--- src/rtl/xec_pkg.sv ---
// Shared definitions for the serial word loader: FSM state encoding and a
// constant-foldable clog2 used to size counters from parameters.
package xec_pkg;

    localparam logic [0:0] ST_IDLE  = 1'b0;
    localparam logic [0:0] ST_SHIFT = 1'b1;

    function automatic int clog2(input int value);
        int result;
        int rem;
        result = 0;
        rem    = value - 1;
        while (rem > 0) begin
            result = result + 1;
            rem    = rem >> 1;
        end
        return result;
    endfunction

endpackage

--- src/rtl/serial_word_loader_if.sv ---
// Serial input and committed-word output bundle between a bit source and the
// word loader; the loader sits on the slave side.
interface serial_word_loader_if #(
    parameter int WIDTH = 8
);
    logic             SI;
    logic             SV;
    logic             SF;
    logic [WIDTH-1:0] D;
    logic             CE;
    logic             BUSY;
    logic             ERR;

    modport master (output SI, SV, SF, input D, CE, BUSY, ERR);
    modport slave  (input SI, SV, SF, output D, CE, BUSY, ERR);
endinterface

--- src/rtl/gap_timer.sv ---
// Counts idle cycles inside a frame and flags the cycle on which the gap
// reaches GAP_MAX; a valid bit or leaving the frame clears the count.
module gap_timer
    import xec_pkg::*;
#(
    parameter int GAP_MAX = 15
) (
    input  logic C,
    input  logic CLR_N,
    input  logic run,
    input  logic kick,
    output logic expire
);

    localparam int GW = (clog2(GAP_MAX + 1) < 1) ? 1 : clog2(GAP_MAX + 1);
    localparam logic [GW-1:0] GAP_LAST = GW'((GAP_MAX > 0) ? GAP_MAX - 1 : 0);

    logic [GW-1:0] gap_q;
    logic [GW-1:0] gap_d;

    always_comb begin
        gap_d = gap_q;
        if (!run || kick) begin
            gap_d = '0;
        end else if (gap_q != '1) begin
            gap_d = gap_q + GW'(1);
        end
    end

    // Combinational so the loader can register ERR on the very edge that
    // would take the count to GAP_MAX.
    always_comb begin
        expire = (GAP_MAX != 0) && run && !kick && (gap_q >= GAP_LAST);
    end

    always_ff @(posedge C or negedge CLR_N) begin
        if (!CLR_N) begin
            gap_q <= '0;
        end else begin
            gap_q <= gap_d;
        end
    end

endmodule

--- src/rtl/serial_word_loader.sv ---
// Assembles a framed serial bit stream into a WIDTH-bit word and presents it
// with a one-cycle CE strobe; aborted frames never reach D.
module serial_word_loader
    import xec_pkg::*;
#(
    parameter int               WIDTH     = 8,
    parameter logic [WIDTH-1:0] INIT      = '0,
    parameter bit               MSB_FIRST = 1'b1,
    parameter int               GAP_MAX   = 15
) (
    input  logic                C,
    input  logic                CLR_N,
    serial_word_loader_if.slave bus
);

    localparam int CW = clog2(WIDTH + 1);
    localparam logic [CW-1:0] CNT_LAST = CW'(WIDTH - 1);

    logic [0:0]       state_q, state_d;
    logic [CW-1:0]    cnt_q, cnt_d;
    logic [WIDTH-1:0] sh_q, sh_d;
    logic [WIDTH-1:0] d_q, d_d;
    logic             ce_q, ce_d;
    logic             err_q, err_d;
    logic             expire;
    logic [WIDTH-1:0] shifted;
    logic [WIDTH-1:0] first_word;

    // Widening by one bit keeps both shift directions legal for WIDTH == 1.
    function automatic logic [WIDTH-1:0] shift_in(input logic [WIDTH-1:0] base,
                                                  input logic             bit_i);
        logic [WIDTH:0] wide;
        if (MSB_FIRST) begin
            wide = {base, bit_i};
        end else begin
            wide = {bit_i, base} >> 1;
        end
        return wide[WIDTH-1:0];
    endfunction

    gap_timer #(
        .GAP_MAX (GAP_MAX)
    ) u_gap_timer (
        .C      (C),
        .CLR_N  (CLR_N),
        .run    (state_q == ST_SHIFT),
        .kick   (bus.SV),
        .expire (expire)
    );

    always_comb begin
        shifted    = shift_in(sh_q, bus.SI);
        first_word = shift_in('0, bus.SI);
        state_d    = state_q;
        cnt_d      = cnt_q;
        sh_d       = sh_q;
        d_d        = d_q;
        ce_d       = 1'b0;
        err_d      = 1'b0;

        case (state_q)
            ST_IDLE: begin
                // SV without SF is a stray bit and is dropped silently.
                if (bus.SV && bus.SF) begin
                    if (WIDTH == 1) begin
                        d_d  = first_word;
                        ce_d = 1'b1;
                    end else begin
                        sh_d    = first_word;
                        cnt_d   = CW'(1);
                        state_d = ST_SHIFT;
                    end
                end
            end
            ST_SHIFT: begin
                if (bus.SV && bus.SF) begin
                    err_d = 1'b1;
                    sh_d  = first_word;
                    cnt_d = CW'(1);
                end else if (bus.SV) begin
                    if (cnt_q == CNT_LAST) begin
                        d_d     = shifted;
                        ce_d    = 1'b1;
                        state_d = ST_IDLE;
                        cnt_d   = '0;
                        sh_d    = '0;
                    end else begin
                        sh_d  = shifted;
                        cnt_d = cnt_q + CW'(1);
                    end
                end else if (expire) begin
                    err_d   = 1'b1;
                    state_d = ST_IDLE;
                    cnt_d   = '0;
                    sh_d    = '0;
                end
            end
            default: begin
                state_d = ST_IDLE;
                cnt_d   = '0;
                sh_d    = '0;
            end
        endcase
    end

    always_ff @(posedge C or negedge CLR_N) begin
        if (!CLR_N) begin
            state_q <= ST_IDLE;
            cnt_q   <= '0;
            sh_q    <= '0;
            d_q     <= INIT;
            ce_q    <= 1'b0;
            err_q   <= 1'b0;
        end else begin
            state_q <= state_d;
            cnt_q   <= cnt_d;
            sh_q    <= sh_d;
            d_q     <= d_d;
            ce_q    <= ce_d;
            err_q   <= err_d;
        end
    end

    assign bus.D    = d_q;
    assign bus.CE   = ce_q;
    assign bus.BUSY = (state_q == ST_SHIFT);
    assign bus.ERR  = err_q;

endmodule

--- src/flat_wrapper.sv ---
// flat-port wrapper written by rule: the top's interface ports become plain ports
module serial_word_loader_flat import xec_pkg::*;
#(
    parameter int               WIDTH     = 8,
    parameter logic [WIDTH-1:0] INIT      = '0,
    parameter bit               MSB_FIRST = 1'b1,
    parameter int               GAP_MAX   = 15
)
  (C, CLR_N, bus_SI, bus_SV, bus_SF, bus_D, bus_CE, bus_BUSY, bus_ERR);
  serial_word_loader_if #(.WIDTH(WIDTH)) bus_i ();
  input  logic C;
  input  logic CLR_N;
  input wire logic [$bits(bus_i.SI)-1:0] bus_SI;
  input wire logic [$bits(bus_i.SV)-1:0] bus_SV;
  input wire logic [$bits(bus_i.SF)-1:0] bus_SF;
  output wire logic [$bits(bus_i.D)-1:0] bus_D;
  output wire logic [$bits(bus_i.CE)-1:0] bus_CE;
  output wire logic [$bits(bus_i.BUSY)-1:0] bus_BUSY;
  output wire logic [$bits(bus_i.ERR)-1:0] bus_ERR;
  assign bus_i.SI = bus_SI;
  assign bus_i.SV = bus_SV;
  assign bus_i.SF = bus_SF;
  assign bus_D = bus_i.D;
  assign bus_CE = bus_i.CE;
  assign bus_BUSY = bus_i.BUSY;
  assign bus_ERR = bus_i.ERR;
  serial_word_loader #(.WIDTH(WIDTH), .INIT(INIT), .MSB_FIRST(MSB_FIRST), .GAP_MAX(GAP_MAX)) u_core (.C(C), .CLR_N(CLR_N), .bus(bus_i));
endmodule
--- config.mk ---
export PLATFORM = sky130hd
export DESIGN_NAME = serial_word_loader_flat
export DESIGN_NICKNAME = d
export VERILOG_FILES = /design/src/rtl/xec_pkg.sv /design/src/rtl/serial_word_loader_if.sv /design/src/rtl/gap_timer.sv /design/src/rtl/serial_word_loader.sv /design/src/flat_wrapper.sv
export SDC_FILE = /design/constraint.sdc
export NUM_CORES = 1
export LEC_CHECK = 0
export CAP_MARGIN = 5
export CORE_ASPECT_RATIO = 1.5
export CORE_UTILIZATION = 50
export CTS_CLUSTER_DIAMETER = 40
export CTS_CLUSTER_SIZE = 12
export DETAILED_ROUTE_END_ITERATION = 10
export PLACE_DENSITY = 0.83
export SETUP_SLACK_MARGIN = 0.3
export SYNTH_ARGS = -nofsm -noshare
export SYNTH_HDL_FRONTEND = slang
export SYNTH_SLANG_ARGS = --single-unit
--- constraint.sdc ---
create_clock -name C -period 4.75 [get_ports C]
set_input_delay 0.95 -clock C [delete_from_list [all_inputs] [get_ports C]]
set_output_delay 0.95 -clock C [all_outputs]
set_load 0.1 [all_outputs]
Yosys cells after proc, flatten, opt, wreduce, memory -nomap -nowiden
Index checks and enable logic that the tools add are counted.
- magnitude comparators: 1
- reductions and logical operators: 9
- bitwise gates (word level): 2
- $add $sub $neg: 2
- multiplexer cells: 28
- equal/unequal tests: 4
- operators with widths (kind ; number):
    2-to-1 mux 7 bit ; 5
    2-to-1 mux 4 bit ; 7
    one-hot mux 7 bit (2 select lines) ; 1
    2-to-1 mux 1 bit ; 13
    adder 4 x 1 -> 4 bit (second input constant) ; 2
    != test 4 bit (second input constant) ; 2
    one-hot mux 4 bit (2 select lines) ; 1
    == test 4 x 3 -> 1 bit (second input constant) ; 1
    >= comparator 4 bit (second input constant) ; 1
    AND reduction 4 bit ; 1
    logical AND 1 bit ; 3
    zero test 1 bit ; 2
    != test 2 x 1 -> 1 bit (second input constant) ; 1
    NOT 1 bit ; 2
    one-hot mux 1 bit (2 select lines) ; 1
    AND reduction 2 bit ; 1
    nonzero test 2 bit ; 1
    logical OR 1 bit ; 1
- flip-flop bits (word level): 26
- word-level logic and storage cells: 53
- bits of input ports: 5
- output and inout port bits: 11

Logic depth before layout (Yosys ltp)
Gate-level depths: netlist (run 1).
- word-level depth: 7
- gate-level depth with buffers: 5
- depth with buffers taken out: 5

By module
Synthesis (run 1) repeated with hierarchy kept, for this count alone.
- cells, all modules: 95
- area total of the unflattened synthesis: 1179.9 um^2
- modules (own cells, without submodules) (module ; cells each ; instances ; area an instance (um^2) ; sequential area each (um^2)):
    serial_word_loader ; 71 ; 1 ; 934.6 ; 550.5
    gap_timer ; 24 ; 1 ; 245.2 ; 100.1

Worst setup path before layout (run 1)
No wires, ideal clock.
- path type: flip-flop to flip-flop
- from: register u_core.state_q, in the netlist u_core.bus.BUSY
- to: register u_core.d_q[0], in the netlist u_core.bus.D[0]
- cell stages (with the launch flop): 5
- period minus slack after synthesis: 1.907 ns
- setup time: 0.126 ns
- path buffers: 1
- arrival: 1.781 ns
- slack: 2.843 ns
- required time: 4.624 ns
- cells stage by stage: dfrtp_1 -> nand2_1 -> nor3b_2 -> buf_6 -> mux2_4
- longest elaborated chain between the ends: 1
- ends and longest elaborated chain (item ; line ; RTL):
    from (decl) ; serial_word_loader.sv:19 ; logic [0:0] state_q, state_d;
    from (signal assigned) ; serial_word_loader.sv:115 ; state_q <= state_d;
    AND reduction 4 bit (no source line) ; -- ;
    to (signal assigned) ; serial_word_loader.sv:111 ; d_q <= INIT;
    to (signal assigned) ; serial_word_loader.sv:118 ; d_q <= d_d;
    to (decl) ; serial_word_loader.sv:22 ; logic [WIDTH-1:0] d_q, d_d;
No other way between the ends.
A chain may end at the register's enable or synchronous reset.

Final worst setup path (run 1)
- from: register u_core.state_q, in the netlist u_core.bus.BUSY
- to: output bus_BUSY
- RTL lines (item ; line ; RTL):
    to (decl) ; flat_wrapper.sv:18 ; output wire logic [$bits(bus_i.BUSY)-1:0] bus_BUSY;
No word-level cell between the ends.

==> reports/qor.yml, run 1 <==
post-place-ws_ps: 1753
rsz0062_at_grt: "no"
grtUsageTotal: 0.1717
power.switching_mw: 0.1583
stdcell_count: 133
synth.avg_cell_area_um2: 12.69
power.share.switching: 0.3259
path_delay_family: "buffers and inverters"
grt_pass1_wl_mm: 3.374
path_max_fanout: 13
hold_path.class: "flip-flop to flip-flop"
nFillCells: 178
drive_gt1_frac: 0.1455
cp_num_buf_inv: 1
cts-root-buf: "clkbuf_4"
routedWlPerCell_um: 14.80
io_buffers: 15
tightest_slew_ps: 1102
cap_violations: 0
multiInputGateArea_um2: 509.2
final_common_cell: "dfrtp_1"
io_pins: 16
nets: 119
outcome: "finished clean"
cts_max_level: 1
grt_overflow: 0
cts_tree: "built"
num_vias: 777
crit_path_end_kind: "output port"
holdPathEnd: "u_core.bus.D[3]$_DFFE_PN0P_"
combPwrFrac: 0.241
antenna_found_initial: 0
syn_area_mm2: 0.001192
internal_power_mw: 0.3275
n_antenna_cell: 0
synthFlopType: "dfrtp_1"
synth-edff-count: 0
placedCellCount: 129
critPathKind: "flip-flop to output port"
drv_slew: 0
cts_buffers: 3
clk_latency_ps: 320
synth.distinct_cells: 34
start_util: 0.5339
cts_setup_buffers: 0
gp_congestion: 0.7616
clkSlewWorstSetupHoldPaths_ps: 130
p_leak_nw: 0.6517
whs_path_depth: 1
drcViolationCount: 0
worstPathCellList: "clkdlybuf4s50_1"
grt_max_degree: 27
r2r_end: "u_core.bus.D[7]$_DFFE_PN0P_"
path_depth: 1
p_per_area_mw_per_mm2: 350.4
finalCritPeriodShare: 0.6461
synth_cells: 94
cts_hold_buf: 0
min_period_ps: 3069
syn-num-nets: 102
p_clk_frac: 0.225
regArea_um2: 650.6
fin_worst_skew_ps: 1.831
p_total_mw: 0.4858
vdd_ir_drop_max_uv: 181.8
setup_violations: 0
drt_iter0_markers: 12
cts_resized: 0
worst_slack_ps: 1681
hold_violations: 0
design_area_mm2: 0.001386
die_y_um: 61.81
grt_pass1_vias: 770
ff2ff_path_depth: 4
clock_sinks: 26
max_stage_delay_ps: 1210
crit_slowest_cell: "clkdlybuf4s50_1"
r2r_slack_ps: 2700
ys_seq_area_frac: 0.5456
clockBufferDepth: 2
relSlewSlack: 0.2630
mostFrequentLayoutCells: "26 x dfrtp_1, 15 x clkdlybuf4s50_1, 8 x mux2_4, 8 x a22o_1, 6 x nor2_1"
area_growth_pct: 16.26
core_area_mm2: 0.002233
vias_per_cell: 5.842
r2r-start: "u_core.cnt_q[0]$_DFFE_PN0P_"
fp-row-count: 21
antenna_left: 0
setup_tns_ps: 0
synthArstFlopShare: 1.000
power_frac_seq: 0.534
dpl.hpwl_mm: 1.448
ys_ff_latch: 26
hold_start: "u_core.bus.D[3]$_DFFE_PN0P_"
worstPathArrival_ps: 2120
dr.pass1.iters: 4
die_area_mm2: 0.002588
routed_wl_mm: 1.968
crit_path_start_kind: "flip-flop"
placed_cell_area_mm2: 0.001350
fmax_mhz: 325.8
synth_warnings: 0
die_x_um: 41.88
worstPathRequired_ps: 3800
worst max-delay path by stage:
stage,startpoint,end
6_report,u_core.bus.BUSY$_DFF_PN0_,bus_BUSY
5_1_grt,u_core.bus.BUSY$_DFF_PN0_,bus_BUSY
4_1_cts,u_core.bus.BUSY$_DFF_PN0_,bus_BUSY
3_5_place_dp,bus_SV,u_core.bus.D[7]$_DFFE_PN0P_
3_3_place_gp,bus_SV,u_core.bus.D[1]$_DFFE_PN0P_
2_1_floorplan,u_core.bus.BUSY$_DFF_PN0_,u_core.bus.D[0]$_DFFE_PN0P_
registers in the layout (all words and copies together) (netlist names):
signal and cells:
u_core.bus.D 8, u_core.u_gap_timer.gap_q 4, u_core.bus.CE 1, u_core.sh_q 7
u_core.bus.BUSY 1, u_core.bus.ERR 1, u_core.cnt_q 4
logic make-up (layout without fill, tap and decap cells):
group                    Yosys count  in the layout  share of synthesized area
multiplexers                       9              9                     0.1091
buffers and inverters              6             22                    0.02728
flip-flops                        26             26                     0.5456
XOR/XNOR                           1              1                   0.007347
AND/OR/NAND/NOR                   27             27                     0.1259
AO/OA/AOI/OAI                     22             22                     0.1532
adder cells (fa/ha/maj)            3              3                    0.03148
through the flow:
stage	util	hold slack, ps
after floorplan	-	473.5
after global placement	0.6045	498.8
after detailed placement	0.6045	497.2
after CTS	0.6207	531.8
after global routing	0.6207	546.3
final	0.6207	528.1
power by group through the flow:
stage / sequential [mW] / combinational (mW) / clock [mW]
finish: 0.259 / 0.117 / 0.109
global route: 0.263 / 0.125 / 0.121
CTS: 0.259 / 0.118 / 0.114
detailed placement: 0.263 / 0.118 / 0
global placement: 0.262 / 0.116 / 0
floorplan: 0.304 / 0.0457 / 0
routing by layer:
| metal | share of wire | global-route usage | up-vias |
|---|---|---|---|
| met1 | 0.45 | 0.2112 | 379 |
| met5 | 0 | 0 | - |
| li1 | - | - | 374 |
| met3 | 0.033 | 0.02601 | 5 |
| met4 | 0.017 | 0.06912 | 0 |
| met2 | 0.50 | 0.3058 | 19 |
cell usage after synthesis (2+ instances only):
cell type | count | share of area
nand2b_1 | 2 | 0.010
dfrtp_1 | 26 | 0.55
nor3_1 | 2 | 0.0084
nor2_1 | 6 | 0.019
buf_2 | 2 | 0.0084
nand3_1 | 4 | 0.017
o21ai_0 | 2 | 0.0084
nand2_1 | 4 | 0.013
nor3b_1 | 2 | 0.013
inv_1 | 3 | 0.0094
o21a_1 | 2 | 0.013
ha_1 | 3 | 0.031
mux2_4 | 8 | 0.10
a22o_1 | 8 | 0.059
area by class of cell:
type,count,area share
clock buffers,4,0.02617
inverters,3,0.008123
multi-input cells,62,0.3673
flip-flops and latches,26,0.4693
well taps,23,0.02076
repair buffers,15,0.1083
Power figures use the tool's default switching activity.
==> run 2: changes to the inputs <==
==> constraint.sdc (replaced) <==
create_clock -name C -period 2.9 [get_ports C]
set_input_delay 0.58 -clock C [delete_from_list [all_inputs] [get_ports C]]
set_output_delay 0.58 -clock C [all_outputs]
set_load 0.1 [all_outputs]
==> reports/qor.yml, run 2 (synthesis gave the netlist of run 1 again) <==
worstPathCellList: "clkdlybuf4s50_1 > nand2_1 > nor3b_2 > buf_4 > mux2_4"
post-place-ws_ps: 649.0  # -1104 ps
worstPathArrival_ps: 2110  # about the same
core_area_mm2: 0.002233  # unchanged
worstPathRequired_ps: 3120  # -680 ps
outcome: "finished clean"
drive_gt1_frac: 0.2589  # +0.1135
cp_num_buf_inv: 2  # +1
antenna_found_initial: 0  # unchanged
vias_per_cell: 5.800  # -0.72%
num_vias: 783  # +0.77%
hold_path.class: "flip-flop to flip-flop"
cts_setup_buffers: 0  # unchanged
met2_usage: 0.3482  # +0.04241
grtUsageTotal: 0.1842  # +0.01248
die_x_um: 41.88  # unchanged
grtUsageMet1: 0.2132  # +0.001993
tightest_slew_ps: 460.0  # -642.1 ps
dr.pass1.iters: 4  # unchanged
n_antenna_cell: 0  # unchanged
crit_path_end_kind: "flip-flop"
cts_max_level: 1  # unchanged
path_max_fanout: 12  # -1
largest_register_ffs: 8  # unchanged
hold_violations: 0  # unchanged
setup_violations: 0  # unchanged
grt_overflow: 0  # unchanged
grt_pass1_vias: 813  # +5.6%
final_util: 0.6224  # +0.001681
drt_iter0_markers: 17  # +5
r2r-start: "u_core.cnt_q[0]$_DFFE_PN0P_"
relSlewSlack: 0.6922  # +0.4292
p_total_mw: 0.8611  # +77%
r2r_end: "u_core.bus.D[0]$_DFFE_PN0P_"
cts-root-buf: "clkbuf_4"
crit_slowest_cell: "clkdlybuf4s50_1"
cts_buffers: 3  # unchanged
gp_congestion: 0.7095  # -6.8%
crit_path_start_kind: "input port"
cap_violations: 0  # unchanged
rsz0062_at_grt: "no"
routedWlPerCell_um: 15.04  # +1.7%
drv_slew: 0  # unchanged
max_stage_delay_ps: 670  # -540 ps
clkSlewWorstSetupHoldPaths_ps: 140  # about the same
fin_worst_skew_ps: 1.420  # -0.4111 ps
cts_resized: 0  # unchanged
holdPathEnd: "u_core.bus.D[3]$_DFFE_PN0P_"
dpl.hpwl_mm: 1.459  # +0.75%
setup_tns_ps: 0  # unchanged
critPathKind: "input port to flip-flop"
clockBufferDepth: 2  # unchanged
start_util: 0.5339  # unchanged
nFillCells: 182  # +2.2%
die_area_mm2: 0.002588  # unchanged
io_pins: 16  # unchanged
grt_max_degree: 27  # unchanged
routed_wl_mm: 2.031  # +3.2%
final_common_cell: "dfrtp_1"
p_per_area_mw_per_mm2: 619.5  # +77%
min_period_ps: 1891
mostFrequentLayoutCells: "26 x dfrtp_1, 13 x buf_4, 8 x mux2_4, 8 x a22o_1, 6 x nor2_1"
path_delay_family: "buffers and inverters"
finalCritPeriodShare: 0.6519
gr-max-usage-layer: "met2"
io_buffers: 15  # unchanged
fmax_mhz: 528.9
clk_latency_ps: 320  # about the same
die_y_um: 61.81  # unchanged
cts_tree: "built"
area_growth_pct: 16.58
grtUsageMet3: 0.02601  # unchanged
antenna_left: 0  # unchanged
clock_sinks: 26  # unchanged
whs_path_depth: 1  # unchanged
drcViolationCount: 0  # unchanged
cts_hold_buf: 0  # unchanged
fp-row-count: 21  # unchanged
worst_slack_ps: 1009  # -671.7 ps
nets: 121  # +1.7%
p_leak_nw: 0.6894  # +5.8%
ff2ff_path_depth: 5  # +1
grt_pass1_wl_mm: 3.615  # +7.1%
r2r_slack_ps: 1230  # -1470 ps
vdd_ir_drop_max_uv: 360.6  # +98%
hold_start: "u_core.bus.D[3]$_DFFE_PN0P_"
[run 2: area by class of cell]
type	instances	area [um^2]	share of cell area
Multi-Input combinational cell	62	509.2	0.3663
Clock buffer	3	22.52	0.01620
Clock inverter	1	30.03	0.02160
Tap cell	23	28.78	0.02070
Timing Repair Buffer	17	137.6	0.09901
Sequential cell	26	650.6	0.4680
Inverter	3	11.26	0.008101
[run 2: metrics by stage]
| step | area [um^2] | std cells | hold WS (ps) |
|---|---|---|---|
| 2_1_floorplan | 1192 | 94 | 284.4 |
| 3_3_place_gp | 1338 | 131 | 500.5 |
| 3_5_place_dp | 1338 | 131 | 500.6 |
| 4_1_cts | 1390 | 135 | 536.3 |
| 5_1_grt | 1390 | 135 | 551.7 |
| 6_report | 1390 | 135 | 529.3 |
[run 2: worst max-delay path by stage]
stage	slack (ps)	cells past startpoint	endpoint	from
floorplan	990	4	u_core.bus.D[0]$_DFFE_PN0P_	u_core.bus.BUSY$_DFF_PN0_
global placement	710	5	u_core.bus.D[1]$_DFFE_PN0P_	bus_SV
detailed placement	650	5	u_core.bus.D[7]$_DFFE_PN0P_	bus_SV
CTS	1020	5	u_core.bus.D[5]$_DFFE_PN0P_	bus_SV
global route	910	5	u_core.bus.D[5]$_DFFE_PN0P_	bus_SV
finish	1010	5	u_core.bus.D[0]$_DFFE_PN0P_	bus_SV
[run 2: metal layers]
layer / vias to the layer above / routed length [um]
li1: 381 / -
met1: 382 / 857
met2: 18 / 1086
met3: 2 / 71
met4: 0 / 16
met5: - / 0
[run 2: power breakdown]
part,internal [mW],leakage [nW],switching [mW]
sequential,0.392,0.350,0.0323
combinational,0.0648,0.311,0.125
clock,0.140,0.0279,0.107
==> run 3: changes to the inputs <==
--- a/config.mk
+++ b/config.mk
@@ -7,7 +7,7 @@
 export LEC_CHECK = 0
 export CAP_MARGIN = 5
 export CORE_ASPECT_RATIO = 1.5
-export CORE_UTILIZATION = 50
+export CORE_UTILIZATION = 48
 export CTS_CLUSTER_DIAMETER = 40
 export CTS_CLUSTER_SIZE = 12
 export DETAILED_ROUTE_END_ITERATION = 10
==> constraint.sdc (replaced) <==
create_clock -name C -period 1.7 [get_ports C]
set_input_delay 0.34 -clock C [delete_from_list [all_inputs] [get_ports C]]
set_output_delay 0.34 -clock C [all_outputs]
set_load 0.1 [all_outputs]
==> reports/qor.yml, run 3 (synthesis gave the netlist of run 1 again) <==
vdd_ir_drop_max_uv: 848.9  # +140%
drv_slew: 0  # unchanged
mostFrequentLayoutCells: "24 x dfrtp_1, 12 x buf_4, 11 x buf_12"
crit_path_end_kind: "flip-flop"
placedCellCount: 134  # +2.3%
clock_sinks: 26  # unchanged
die_y_um: 63.05  # +2.0%
final_util: 0.7406  # +0.1181
setup_violations: 0  # unchanged
r2r_slack_ps: 100  # -1130 ps
tightest_slew_ps: 308.4  # -151.5 ps
start_util: 0.5216  # -0.01227
path_max_fanout: 5  # -7
die_area_mm2: 0.002692  # +4.0%
setup_tns_ps: 0  # unchanged
fp-row-count: 21  # unchanged
cts_buffers: 3  # unchanged
post-place-ws_ps: -57.81  # -706.8 ps
hold_ws_ps: 164.7  # -364.6 ps
fmax_mhz: 625.6
clk_latency_ps: 320  # about the same
cts-root-buf: "clkbuf_4"
stdcell_count: 148  # +9.6%
drcViolationCount: 0  # unchanged
met2_usage: 0.3466  # -0.001623
finalCritPeriodShare: 0.9403
critPathKind: "flip-flop to flip-flop"
crit_path_start_kind: "flip-flop"
hold_path.class: "input port to async pin"
io_buffers: 15  # unchanged
nFillCells: 128  # -30%
relSlewSlack: 0.7944  # +0.1022
p_per_area_mw_per_mm2: 949.9  # +53%
hold_violations: 0  # unchanged
grt_pass1_vias: 871  # +7.1%
num_vias: 889  # +14%
dr.pass1.iters: 4  # unchanged
nets: 134  # +11%
final_common_cell: "dfrtp_1"
core_area_mm2: 0.002286  # +2.4%
clkSlewWorstSetupHoldPaths_ps: 140  # about the same
io_pins: 16  # unchanged
grtUsageMet3: 0.02601  # unchanged
grtUsageMet1: 0.2509  # +0.03774
cap_violations: 0  # unchanged
routed_wl_mm: 2.555  # +26%
cts_max_level: 1  # unchanged
rsz0062_at_grt: "yes"
grt_overflow: 0  # unchanged
gr-max-usage-layer: "met2"
routedWlPerCell_um: 17.26  # +15%
area_growth_pct: 41.97
worstPathArrival_ps: 1820  # -290 ps
cts_tree: "built"
p_total_mw: 1.608  # +87%
drive_gt1_frac: 0.4000  # +0.1411
outcome: "finished clean"
dpl.hpwl_mm: 1.687  # +16%
gp_congestion: 0.7274  # +2.5%
design_area_mm2: 0.001693  # +22%
worst_slack_ps: 101.5  # -907.9 ps
antenna_left: 0  # unchanged
fin_worst_skew_ps: 3.513  # +2.093 ps
largest_register_ffs: 8  # unchanged
min_period_ps: 1598
die_x_um: 42.70  # +2.0%
drt_iter0_markers: 32  # +15
antenna_found_initial: 0  # unchanged
cts_hold_buf: 0  # unchanged
vias_per_cell: 6.007  # +3.6%
grtUsageTotal: 0.2006  # +0.01643
clockBufferDepth: 2  # unchanged
p_leak_nw: 0.7890  # +14%
n_antenna_cell: 0  # unchanged
grt_pass1_wl_mm: 4.133  # +14%
worstPathRequired_ps: 1920  # -1200 ps
ff2ff_path_depth: 5  # unchanged
placed_cell_area_mm2: 0.001513  # +13%
grt_max_degree: 25  # -7.4%
[run 3: final cells by class]
cell class	instances	area [um^2]	share of cell area
flip-flops and latches	26	655.6	0.3873
multi-input cells	62	560.5	0.3311
repair buffers	30	384.1	0.2269
clock inverters	1	30.03	0.01774
well taps	23	28.78	0.01700
clock buffers	3	22.52	0.01330
inverters	3	11.26	0.006652
[run 3: report_power, final]
group          switching, mW  internal (mW)  leakage (nW)  total (mW)
registers             0.0562          0.672         0.348       0.728
logic                  0.253          0.203         0.413       0.456
clock network          0.186          0.238        0.0279       0.424
total                  0.495           1.11         0.789        1.61
[run 3: critical path: stages, from the launching register on]
cell and delay (ps):
dfrtp_1 390, ha_2 210, and3b_2 200, nor3b_4 220, buf_6 170, mux2_4 320
[run 3: routing by layer]
layer	vias up	part of all wire	routed length, um
li1	405	-	-
met1	452	0.41	1038
met2	25	0.54	1375
met3	7	0.029	74
met4	0	0.026	66
met5	-	0	0
[run 3: what timing repair did]
item                       CTS  global route
resized for setup            7             6
cloned                       1             0
pin swaps                    3             4
setup buffers                8             1
setup endpoints to repair   19            18
[run 3: worst paths after layout]
path,end,startpoint
max in group asynchronous,u_core.bus.BUSY$_DFF_PN0_,CLR_N
setup reg to reg,u_core.bus.D[3]$_DFFE_PN0P_,u_core.cnt_q[1]$_DFFE_PN0P_
min in group C,u_core.sh_q[6]$_DFFE_PN0P_,u_core.sh_q[6]$_DFFE_PN0P_
hold / removal,u_core.u_gap_timer.gap_q[2]$_DFFE_PN0P_,CLR_N
hold reg to reg,u_core.sh_q[6]$_DFFE_PN0P_,u_core.sh_q[6]$_DFFE_PN0P_
setup / recovery,u_core.bus.D[3]$_DFFE_PN0P_,u_core.cnt_q[1]$_DFFE_PN0P_
